### config.mk
export PLATFORM = sky130hd
export DESIGN_NAME = kbd_scancode_fsm
export DESIGN_NICKNAME = d
export VERILOG_FILES = /design/src/rtl/kbd_pkg.sv /design/src/rtl/hex7seg.sv /design/src/rtl/kbd_scancode_fsm.sv
export SDC_FILE = /design/constraint.sdc
export NUM_CORES = 1
export LEC_CHECK = 0
export CORE_ASPECT_RATIO = 0.6
export CORE_MARGIN = 10
export CORE_UTILIZATION = 40
export CTS_CLUSTER_DIAMETER = 150
export DETAILED_ROUTE_END_ITERATION = 10
export MAX_ROUTING_LAYER = met4
export PLACE_DENSITY = 0.71
export SLEW_MARGIN = 10
export SYNTH_ARGS = -nofsm -noshare
export SYNTH_HDL_FRONTEND = slang
export SYNTH_SLANG_ARGS = --single-unit
### constraint.sdc
create_clock -name clk -period 2.9 [get_ports clk]
set_input_delay 0.58 -clock clk [delete_from_list [all_inputs] [get_ports clk]]
set_output_delay 0.58 -clock clk [all_outputs]
set_load 0.01 [all_outputs]
### src/rtl/kbd_pkg.sv
// Shared types, scan-code constants and Set-2 to ASCII lookup for kbd_scancode_fsm.
package kbd_pkg;

  typedef enum logic [1:0] {StIdle, StPop, StGap} state_e;

  localparam logic [7:0] SC_EXT    = 8'hE0;
  localparam logic [7:0] SC_BRK    = 8'hF0;
  localparam logic [7:0] SC_BAT    = 8'hAA;
  localparam logic [7:0] SC_ACK    = 8'hFA;
  localparam logic [7:0] SC_ECHO   = 8'hEE;
  localparam logic [7:0] SEG_BLANK = 8'hFF;

  // Lower-case letters, digit row and space; everything else maps to 8'h00.
  function automatic logic [7:0] scan_to_ascii(input logic [7:0] code);
    logic [7:0] a;
    a = 8'h00;
    case (code)
      8'h1C: a = 8'h61;  8'h32: a = 8'h62;  8'h21: a = 8'h63;  8'h23: a = 8'h64;
      8'h24: a = 8'h65;  8'h2B: a = 8'h66;  8'h34: a = 8'h67;  8'h33: a = 8'h68;
      8'h43: a = 8'h69;  8'h3B: a = 8'h6A;  8'h42: a = 8'h6B;  8'h4B: a = 8'h6C;
      8'h3A: a = 8'h6D;  8'h31: a = 8'h6E;  8'h44: a = 8'h6F;  8'h4D: a = 8'h70;
      8'h15: a = 8'h71;  8'h2D: a = 8'h72;  8'h1B: a = 8'h73;  8'h2C: a = 8'h74;
      8'h3C: a = 8'h75;  8'h2A: a = 8'h76;  8'h1D: a = 8'h77;  8'h22: a = 8'h78;
      8'h35: a = 8'h79;  8'h1A: a = 8'h7A;
      8'h45: a = 8'h30;  8'h16: a = 8'h31;  8'h1E: a = 8'h32;  8'h26: a = 8'h33;
      8'h25: a = 8'h34;  8'h2E: a = 8'h35;  8'h36: a = 8'h36;  8'h3D: a = 8'h37;
      8'h3E: a = 8'h38;  8'h46: a = 8'h39;
      8'h29: a = 8'h20;
      default: a = 8'h00;
    endcase
    return a;
  endfunction

endpackage

### src/rtl/hex7seg.sv
// Hex nibble to 7-segment pattern (bit7 = dp, gfedcba below), with blanking and polarity select.
module hex7seg #(
  parameter bit SEG_INV = 1'b1
) (
  input  logic [3:0] value,
  input  logic       blank,
  output logic [7:0] seg
);

  logic [7:0] pat;

  always_comb begin
    pat = 8'h00;
    if (!blank) begin
      case (value)
        4'h0: pat = 8'h3F;  4'h1: pat = 8'h06;  4'h2: pat = 8'h5B;  4'h3: pat = 8'h4F;
        4'h4: pat = 8'h66;  4'h5: pat = 8'h6D;  4'h6: pat = 8'h7D;  4'h7: pat = 8'h07;
        4'h8: pat = 8'h7F;  4'h9: pat = 8'h6F;  4'hA: pat = 8'h77;  4'hB: pat = 8'h7C;
        4'hC: pat = 8'h39;  4'hD: pat = 8'h5E;  4'hE: pat = 8'h79;  4'hF: pat = 8'h71;
        default: pat = 8'h00;
      endcase
    end
    seg = SEG_INV ? ~pat : pat;
  end

endmodule

### src/rtl/kbd_scancode_fsm.sv
// PS/2 Set-2 byte consumer: pops the keyboard FIFO, decodes E0/F0 prefixes, tracks the held key.
// Optional KBD_TYPEMATIC_FILTER_EN: auto-repeat makes of the held key do not bump press_cnt.
module kbd_scancode_fsm
  import kbd_pkg::*;
#(
  parameter int unsigned CNT_W   = 8,
  parameter bit          SEG_INV = 1'b1
) (
  input  logic             clk,
  input  logic             rst,
  input  logic [7:0]       kb_data,
  input  logic             kb_ready,
  input  logic             kb_overflow,
  output logic             kb_nextdata_n,
  output logic             key_valid,
  output logic [7:0]       key_code,
  output logic             key_ext,
  output logic [7:0]       key_ascii,
  output logic [CNT_W-1:0] press_cnt,
  output logic             ovf_seen,
  output logic [7:0]       seg0,
  output logic [7:0]       seg1,
  output logic [7:0]       seg2,
  output logic [7:0]       seg3,
  output logic [7:0]       seg4,
  output logic [7:0]       seg5
);

  state_e state_q, state_d;
  logic [7:0] byte_q, byte_d;
  logic nd_q, nd_d;
  logic ext_pend_q, ext_pend_d, brk_pend_q, brk_pend_d;
  logic valid_q, valid_d, kext_q, kext_d, ovf_q, ovf_d;
  logic [7:0] code_q, code_d, ascii_q, ascii_d;
  logic [CNT_W-1:0] cnt_q, cnt_d;
  logic is_drop, is_repeat;

  assign is_drop = (byte_q == SC_BAT) || (byte_q == SC_ACK) || (byte_q == SC_ECHO) ||
                   (byte_q == 8'h00) || (byte_q == 8'hFF);

`ifdef KBD_TYPEMATIC_FILTER_EN
  assign is_repeat = valid_q && (byte_q == code_q) && (ext_pend_q == kext_q);
`else
  assign is_repeat = 1'b0;
`endif

  always_comb begin
    state_d    = state_q;
    byte_d     = byte_q;
    nd_d       = 1'b1;
    ext_pend_d = ext_pend_q;
    brk_pend_d = brk_pend_q;
    valid_d    = valid_q;
    code_d     = code_q;
    kext_d     = kext_q;
    ascii_d    = ascii_q;
    cnt_d      = cnt_q;
    ovf_d      = ovf_q | kb_overflow;
    case (state_q)
      StIdle: begin
        if (kb_ready) begin
          byte_d  = kb_data;
          nd_d    = 1'b0;
          state_d = StPop;
        end
      end
      StPop: begin
        state_d = StGap;
        if (byte_q == SC_EXT) begin
          ext_pend_d = 1'b1;
        end else if (byte_q == SC_BRK) begin
          brk_pend_d = 1'b1;
        end else begin
          ext_pend_d = 1'b0;
          brk_pend_d = 1'b0;
          if (is_drop) begin
            // Controller chatter: discard and forget any half-received prefix.
          end else if (brk_pend_q) begin
            if ((byte_q == code_q) && (ext_pend_q == kext_q)) valid_d = 1'b0;
          end else begin
            valid_d = 1'b1;
            code_d  = byte_q;
            kext_d  = ext_pend_q;
            ascii_d = ext_pend_q ? 8'h00 : scan_to_ascii(byte_q);
            if (!is_repeat) cnt_d = cnt_q + CNT_W'(1);
          end
        end
      end
      StGap:   state_d = StIdle;
      default: state_d = StIdle;
    endcase
  end

  always_ff @(posedge clk or posedge rst) begin
    if (rst) begin
      state_q    <= StIdle;
      byte_q     <= 8'h00;
      nd_q       <= 1'b1;
      ext_pend_q <= 1'b0;
      brk_pend_q <= 1'b0;
      valid_q    <= 1'b0;
      code_q     <= 8'h00;
      kext_q     <= 1'b0;
      ascii_q    <= 8'h00;
      cnt_q      <= '0;
      ovf_q      <= 1'b0;
    end else begin
      state_q    <= state_d;
      byte_q     <= byte_d;
      nd_q       <= nd_d;
      ext_pend_q <= ext_pend_d;
      brk_pend_q <= brk_pend_d;
      valid_q    <= valid_d;
      code_q     <= code_d;
      kext_q     <= kext_d;
      ascii_q    <= ascii_d;
      cnt_q      <= cnt_d;
      ovf_q      <= ovf_d;
    end
  end

  assign kb_nextdata_n = nd_q;
  assign key_valid     = valid_q;
  assign key_code      = code_q;
  assign key_ext       = kext_q;
  assign key_ascii     = ascii_q;
  assign press_cnt     = cnt_q;
  assign ovf_seen      = ovf_q;

  // Only the low two hex digits of the counter are shown.
  logic [7:0] cnt8;
  if (CNT_W >= 8) begin : g_cnt_wide
    assign cnt8 = cnt_q[7:0];
  end else begin : g_cnt_narrow
    assign cnt8 = {{(8 - CNT_W){1'b0}}, cnt_q};
  end

  logic [3:0] nib [6];
  logic [5:0] blk;
  logic [7:0] seg_w [6];

  always_comb begin
    nib[0] = code_q[3:0];
    nib[1] = code_q[7:4];
    nib[2] = ascii_q[3:0];
    nib[3] = ascii_q[7:4];
    nib[4] = cnt8[3:0];
    nib[5] = cnt8[7:4];
    blk    = {2'b00, {4{~valid_q}}};
  end

  for (genvar i = 0; i < 6; i++) begin : g_seg
    hex7seg #(
      .SEG_INV(SEG_INV)
    ) u_hex (
      .value(nib[i]),
      .blank(blk[i]),
      .seg  (seg_w[i])
    );
  end

  assign seg0 = seg_w[0];
  assign seg1 = seg_w[1];
  assign seg2 = seg_w[2];
  assign seg3 = seg_w[3];
  assign seg4 = seg_w[4];
  assign seg5 = seg_w[5];

endmodule
After elaboration in Yosys (flattened, before gate mapping)
Memories as Yosys holds them, arrays and structs flattened.
Cells that the tools add are included.
{ "word_totals": {"reg_bits": 40, "rom_bits": 1568, "inputBits": 12, "wordCells": 69, "n_memories": 7} }
{ "classes": {"add_sub_neg": 1, "eq_ne": 12, "mux": 15, "bitwise": 11, "reduce_logical": 12} }
{ "mem_list": {"columns": ["memory", "depth", "word_bits", "rd", "rd_clocked_by_memory_dff", "wr", "line", "rtl"], "rows": [
  ["(name not given)", 128, 7, 1, 0, 0, "kbd_pkg.sv:17", "case (code)"],
  ["(name not given)", 16, 7, 1, 0, 0, "hex7seg.sv:15", "case (value)"],
  ["(name not given)", 16, 7, 1, 0, 0, "hex7seg.sv:15", null],
  ["(name not given)", 16, 7, 1, 0, 0, "hex7seg.sv:15", null],
  ["(name not given)", 16, 7, 1, 0, 0, "hex7seg.sv:15", null],
  ["(name not given)", 16, 7, 1, 0, 0, "hex7seg.sv:15", null],
  ["+1 memories", null, null, null, null, null, null, null]
]} }
{ "op_table": {"columns": ["op", "n"], "rows": [
  ["== test 8 bit, second input constant", 6],
  ["2-to-1 mux 8 bit", 6],
  ["inverter 8 bit", 6],
  ["AND reduction 5 bit", 2],
  ["adder 8 x 1 -> 8 bit, second input constant", 1],
  ["== test 8 bit", 1],
  ["logical NOT 8 bit", 1],
  ["2-to-1 mux 1 bit", 7],
  ["AND reduction 2 bit", 3],
  ["logical OR 1 bit", 4],
  ["!= test 2 bit, second input constant", 2],
  ["inverter 1 bit", 4],
  ["one-hot mux 2 bit (2 select lines)", 1],
  ["== test 2 x 1 -> 1 bit, second input constant", 1],
  ["logical NOT 2 bit", 1],
  ["2-to-1 mux 2 bit", 1],
  ["!= test 2 x 1 -> 1 bit, second input constant", 1],
  ["== test 1 bit", 1],
  ["logical AND 1 bit", 1],
  ["bitwise OR 1 bit", 1]
]} }

Logic depth before layout (Yosys ltp)
Gate-level depths: netlist (run 1).
{ "logic_depth": {"depth_word": 7, "ltp_mapped": 10, "mapped_depth_nobuf": 7} }

Hierarchy
A second synthesis (run 1) with hierarchy kept.
{ "unflattened": {"hier_cells": 502, "hier_area_um2": 4132.7} }
{ "modules_own_cells": {"columns": ["mod", "n_inst", "cells_per_inst", "area_per_inst_um2"], "rows": [
  ["kbd_scancode_fsm", 1, 292, 2496.1],
  ["hex7seg", 6, 35, 272.8]
]} }

Least setup slack after synthesis (run 1)
Ideal clock, no wire load.
{ "synth_path": {"path_type": "register to register", "from": "register byte_q[1]", "to": "register ascii_q[2], in the netlist key_ascii[2]", "setup_time_ps": 125, "arrival_time_ps": 2172, "t_required_ps": 2775, "path_slack_ps": 604, "stages_incl_launch_ff": 9, "n_path_buf": 2, "synth_period_minus_slack_ps": 2296, "path_cell_list": "dfrtp_1 > clkbuf_1 > inv_1 > ha_1 > nor3b_1 > a211oi_2 > o2111ai_2 > buf_4 > mux2_2"} }
{ "synth_between": {"elab_chain_cells": 7, "elab_cells_between_ends": 18, "classes_between": "eq/ne (6); mux (2); bitwise (3); reduce/logical (6); memory (1)"} }
{ "synth_lines": {"columns": ["element", "line", "rtl"], "rows": [
  ["from (decl)", "kbd_scancode_fsm.sv:30", "logic [7:0] byte_q, byte_d;"],
  ["from (signal assigned)", "kbd_scancode_fsm.sv:109", "byte_q <= byte_d;"],
  ["parallel branches: the longest is 7 deep, another holds memory read (128 x 7 bit)", null, null],
  ["to (signal assigned)", "kbd_scancode_fsm.sv:116", "ascii_q <= ascii_d;"],
  ["to (decl)", "kbd_scancode_fsm.sv:34", "logic [7:0] code_q, code_d, ascii_q, ascii_d;"]
]} }
Several ways; the timed one is not identified.
A chain may end at the register's enable or synchronous reset.

Final worst setup path (run 1)
{ "layout_path": {"from": "register code_q[4], in the netlist key_code[4]", "to": "output port seg1[3]"} }
{ "layout_between": {"elab_chain_cells": 3} }
{ "layout_lines": {"columns": ["element", "line", "rtl"], "rows": [
  ["from (decl)", "kbd_scancode_fsm.sv:34", null],
  ["from (signal assigned)", "kbd_scancode_fsm.sv:114", "code_q <= code_d;"],
  ["memory read (16 x 7 bit)", null, null],
  ["2-to-1 mux 8 bit", "hex7seg.sv:14", "if (!blank) begin"],
  ["inverter 8 bit", "hex7seg.sv:23", "seg = SEG_INV ? ~pat : pat;"],
  ["to (decl)", "kbd_scancode_fsm.sv:22", "output logic [7:0] seg1,"]
]} }
No other way between the ends.

==> results of run 1 <==
-- state kept, by name (all words and copies together) (netlist names) --
name and count:
byte_q 8, key_code 8, press_cnt 8, key_ascii 7, state_q 2, brk_pend_q 1
ext_pend_q 1, kb_nextdata_n 1, key_ext 1, key_valid 1, ovf_seen 1
-- critical path, cell delays in order, from the launching register on --
cell and delay (ps):
dfrtp_1 410, inv_1 110, ha_1 310, inv_1 40, mux4_2 460, or2_2 290, dlygate4sd2_1 290
-- cells in the final DEF, fill, tap and decap left out, types with 8 or more instances in the layout --
cell type and count:
nand3_1 9, xnor2_1 8, o211ai_1 13, mux2i_1 18, nor2_1 31, nand2b_1 16, nand2_1 34, inv_1 28
buf_4 26, a211oi_1 10, clkdlybuf4s50_1 76, dfrtp_1 33, a21oi_1 13, xor2_1 8, mux2_2 16, ha_1 38
nor3_1 10, o21ai_0 28
-- through the flow --
stage / worst slack, ps / cell area (sq um) / hold slack (ps)
floorplan: 604 / 3840 / 491
global route: 41.0 / 4990 / 498
CTS: 17.7 / 4980 / 477
global placement: 234 / 4780 / 449
detailed placement: 158 / 4780 / 462
finish: 118 / 4990 / 470
-- power groups by stage --
stage / clock [mW] / sequential (mW) / combinational [mW]
floorplan: 0 / 1.01 / 2.09
detailed placement: 0 / 1.11 / 3.65
CTS: 0.553 / 1.07 / 3.79
global placement: 0 / 1.09 / 3.59
finish: 0.542 / 1.07 / 3.77
global route: 0.575 / 1.12 / 4.10
-- cells by family after synthesis --
kind of cell	synth area share [%]
and+or+nand+nor	18.0
adders and majority gates	12.8
AOI/OAI and AO/OA	19.3
buffers and inverters	7.88
other	0.196
xor gates and xnor gates	3.66
DFF	25.5
muxes	12.8
-- worst paths after layout --
kind | slack, ps | endpoint | from | cells past startpoint
min reg2reg | 470 | ovf_seen$_DFF_PP0_ | ovf_seen$_DFF_PP0_ | 1
max | 120 | seg1[3] | key_code[4]$_DFFE_PP0P_ | 6
min in group asynchronous | 730 | press_cnt[7]$_DFFE_PP0P_ | rst | 3
min | 470 | ovf_seen$_DFF_PP0_ | ovf_seen$_DFF_PP0_ | 1
max reg2reg | 560 | key_ext$_DFFE_PP0P_ | byte_q[0]$_DFFE_PP0P_ | 8
max in group asynchronous | 1790 | key_code[5]$_DFFE_PP0P_ | rst | 3
-- cells in the mapped netlist, drive strengths merged, types with 3 or more instances --
| cell type | n | area share (%) |
|---|---|---|
| ha | 39 | 13 |
| dfrtp | 38 | 25 |
| nand2 | 34 | 3.3 |
| nor2 | 31 | 3.0 |
| inv | 30 | 2.9 |
| o21ai | 28 | 3.7 |
| buf | 22 | 3.6 |
| mux2i | 18 | 4.7 |
| mux2 | 17 | 5.1 |
| nand2b | 16 | 2.6 |
| a21oi | 13 | 1.7 |
| clkbuf | 13 | 1.3 |
| o211ai | 13 | 2.6 |
| a211oi | 11 | 2.3 |
| nor3 | 11 | 1.6 |
| nand3 | 9 | 1.2 |
| xnor2 | 8 | 1.8 |
| xor2 | 8 | 1.8 |
| a31oi | 7 | 1.1 |
| nor2b | 7 | 1.1 |
| or2 | 6 | 0.98 |
| mux4 | 5 | 2.9 |
| nor3b | 5 | 0.98 |
| o22ai | 5 | 0.82 |
| a22oi | 4 | 0.78 |
| nor4 | 4 | 0.98 |
| a221o | 3 | 0.78 |
| a22o | 3 | 0.69 |
| a311o | 3 | 0.78 |
-- timing repair --
| item | CTS | global route |
|---|---|---|
| resized for setup | 5 | 7 |
| setup endpoints to repair | 4 | 4 |
| setup buffers | 8 | 0 |
-- final cells by class --
class,instances,area [sq um]
clock buffer,7,133
clock inverter,1,5.00
sequential,39,983
fill,834,4270
multi-input combinational,342,2570
timing repair buffer,107,1020
inverter,31,116
tap,130,163
-- routing by layer --
layer	vias to the layer above	GRT usage [%]	wire, um
li1	1722	-	-
met4	0	2.65	77
met2	164	22.4	4680
met3	7	4.68	974
met5	-	-	0
met1	1728	22.1	5600
==> impl_metrics.toml, run 1 <==
[timing]
setup_violations = 0
tightest_slew_ps = 634
tns_ps = 0
max_slew_margin_pct = 57.4
finalCriticalPeriod_ps = 2780
rsz0062_at_grt = "no"
post-route-period-util_pct = 95.9
drv_slew = 0
final_hold_viol_count = 0
fmax_ghz = 0.359
fin_skew_ps = 4.55

[clock_tree]
clock_latency_ps = 290
cts.reportedPaths.clkPinSlew_ps = 60
ctsHoldBuffers = 0
cts_tree = "yes"
cts-root-buf = "clkbuf_16"
h-tree-depth = 2
cts_buffers = 5
clockBufferDepth = 2
cts_sinks = 39

[pwr]
p_int_mw = 3.02
vdd_drop_max_mv = 0.818
power_frac_seq_pct = 19.9
p_per_area_nw_per_um2 = 1080
power_mw = 5.39
clkPwrFrac_pct = 10.0
netSwitchingFraction_pct = 43.9
p_switching_mw = 2.37
pwr-share-comb_pct = 70.0
p_leak_nw = 2.17

[cells_and_area]
fin_nets = 577
drive_gt1_share_pct = 14.8
stdcell_count = 657
n_antenna_cell = 0
synthToLayoutAreaGrowth_pct = 30.4
final_util_pct = 53.9

[critical_path]
crit_fanout = 4
end_kind = "output pin"
cp.arrival_ps = 2200
cp.required_ps = 2320
worstSetupPathType = "flop to output pin"
setup.worst_path.start_class = "flop"

[logic_synthesis]
yosys_warnings = 0
avgSynthCellArea_sq_um = 8.66
async_flop_share_pct = 100
yosysSeqAreaShare_pct = 25.5
synth_seq_cells = 39
syn-cell-area_sq_um = 3830
synth_cell_types = 63
syn_inst = 442
synth_ff_type = "dfrtp_1"
synth_edf_count = 0

[die]
fp.dieH_um = 95.8
design.die.area_sq_um = 14000
core.rowCount = 27
fp.dieW_um = 146
start_util_pct = 41.3
io_pins = 88
core_area_sq_um = 9260

[routing]
wl_per_cell_um = 17.2
via_per_inst = 5.51
drt_iter0_markers = 384
drc = 0
drt_wl_total_mm = 11.3
num_vias = 3621
dr.pass1.iters = 5
ant_nets = 0

[placement]
dp_cells = 641
io_buffer_count = 80
dp_hpwl_mm = 8.63
gp_congestion = 0.980

[global_route]
grt_pass1_wl_mm = 18.0
grt_max_degree = 40
gr-total-overflow = 0
antenna_found_initial = 0
grt_pass1_vias = 3414
grtUsageTotal_pct = 15.9

[outcome]
status = "finished, final reports clean"

[run]
max_cap_viol_count = 0

[worst_hold_path]
hp-class = "flop to flop"
Note: power is estimated with default switching activity, not from simulation.
==> run 2: changes to the inputs <==
- SKIP_LAST_GASP: default -> 1
==> impl_metrics.toml, run 2 (synthesis gave the netlist of run 1 again) <==
[die]
io_pins = 88
start_util_pct = 41.3
fp.dieH_um = 95.8
core.rowCount = 27
fp.dieW_um = 146
core_area_sq_um = 9260
design.die.area_sq_um = 14000

[cells_and_area]
synthToLayoutAreaGrowth_pct = 30.9
layout_commonest_cell = "clkdlybuf4s50_1"
final_area_sq_um = 5010
n_antenna_cell = 0
drive_gt1_share_pct = 15.1
fin_nets = 579
most-common-layout-cells = "clkdlybuf4s50_1 (76), ha_1 (38), nand2_1 (34)"

[routing]
via_per_inst = 5.48
num_vias = 3613
dr.pass1.iters = 5
drt_wl_total_mm = 11.3
drt_iter0_markers = 334
drc = 0
wl_per_cell_um = 17.2
ant_nets = 0

[worst_hold_path]
hp-class = "flop to flop"
min_path_cells = 1

[timing]
fin_skew_ps = 5.51
tightest_slew_ps = 641
post-route-period-util_pct = 95.8
fmax_ghz = 0.360
rsz0062_at_grt = "no"
setup_ws_ps = 121
drv_slew = 0
final_hold_viol_count = 0
setup_violations = 0
finalCriticalPeriod_ps = 2780
max_slew_margin_pct = 56.9

[pwr]
power_mw = 5.42
p_per_area_nw_per_um2 = 1080
vdd_drop_max_mv = 0.817
p_leak_nw = 2.19

[placement]
post_dp_cell_area_sq_um = 4780
io_buffer_count = 80
place_ws_ps = 158
gp_congestion = 0.980
dp_hpwl_mm = 8.63

[run]
max_cap_viol_count = 0

[clock_tree]
cts_sinks = 39
cts_buffers = 5
clockBufferDepth = 2
cts.reportedPaths.clkPinSlew_ps = 60
clock_latency_ps = 290
cts-root-buf = "clkbuf_16"
cts_tree = "yes"
h-tree-depth = 2

[critical_path]
cp.required_ps = 2320
end_kind = "output pin"
cp.arrival_ps = 2200
reg2reg_depth = 8
crit_fanout = 6
worstSetupPathType = "flop to output pin"
setup.worst_path.start_class = "flop"

[global_route]
grtUsageMet2_pct = 22.4
use_met3_pct = 4.68
grtUsageTotal_pct = 15.9
antenna_found_initial = 0
use_met1_pct = 22.1
gr-total-overflow = 0
globalRoute.busiestLayer = "met2"
grt_pass1_vias = 3414
grt_pass1_wl_mm = 18.0
grt_max_degree = 40

[outcome]
status = "finished, final reports clean"
## run 2: report_power, final
| group | total, mW | switching, mW | internal [mW] | leakage [nW] |
|---|---|---|---|---|
| clock | 0.540 | 0.222 | 0.318 | 0.0679 |
| sequential | 1.07 | 0.346 | 0.727 | 0.473 |
| combinational | 3.81 | 1.80 | 2.00 | 1.65 |
| total | 5.42 | 2.37 | 3.05 | 2.19 |
## run 2: metal layers
| layer | part of all wire, % | wire length [um] |
|---|---|---|
| met2 | 41 | 4660 |
| met5 | 0 | 0 |
| met4 | 0.76 | 86 |
| met1 | 50 | 5680 |
| met3 | 8.1 | 921 |
## run 2: area by class of cell
| type | instances | area (sq um) |
|---|---|---|
| Sequential cell | 39 | 983 |
| Tap cell | 130 | 163 |
| Timing Repair Buffer | 109 | 1040 |
| Inverter | 31 | 116 |
| Clock buffer | 7 | 133 |
| Clock inverter | 1 | 5.00 |
| Fill cell | 832 | 4250 |
| Multi-Input combinational cell | 342 | 2570 |
## run 2: through the flow
stage / std cells / TNS (ps) / hold WS (ps) / util [%]
3_3_place_gp: 641 / 0 / 449 / 51.6
3_5_place_dp: 641 / 0 / 462 / 51.6
2_1_floorplan: 447 / 0 / 491 / -
6_report: 659 / 0 / 470 / 54.1
4_1_cts: 657 / -63.4 / 477 / 53.8
5_1_grt: 659 / 0 / 498 / 54.1
## run 2: path summary, 6_finish.rpt
check                                    startpoint                  endpoint  slack [ps]
min in group asynchronous                       rst  press_cnt[7]$_DFFE_PP0P_         730
min                              ovf_seen$_DFF_PP0_        ovf_seen$_DFF_PP0_         470
min reg2reg                      ovf_seen$_DFF_PP0_        ovf_seen$_DFF_PP0_         470
max                        press_cnt[0]$_DFFE_PP0P_                   seg4[3]         120
max in group asynchronous                       rst   key_code[5]$_DFFE_PP0P_        1780
max reg2reg                   byte_q[0]$_DFFE_PP0P_   key_code[4]$_DFFE_PP0P_         540
## run 2: worst max-delay path, cell delays in order, from the launching register on
cell,delay [ps]
dfrtp_1,450
inv_1,140
ha_1,320
inv_1,60
mux4_2,440
clkdlybuf4s50_1,490
## run 2: what timing repair did
item,CTS,global route
resized for setup,4,8
setup endpoints to repair,4,5
cloned,0,0
hold buffers,0,0
buffers inserted,8,2
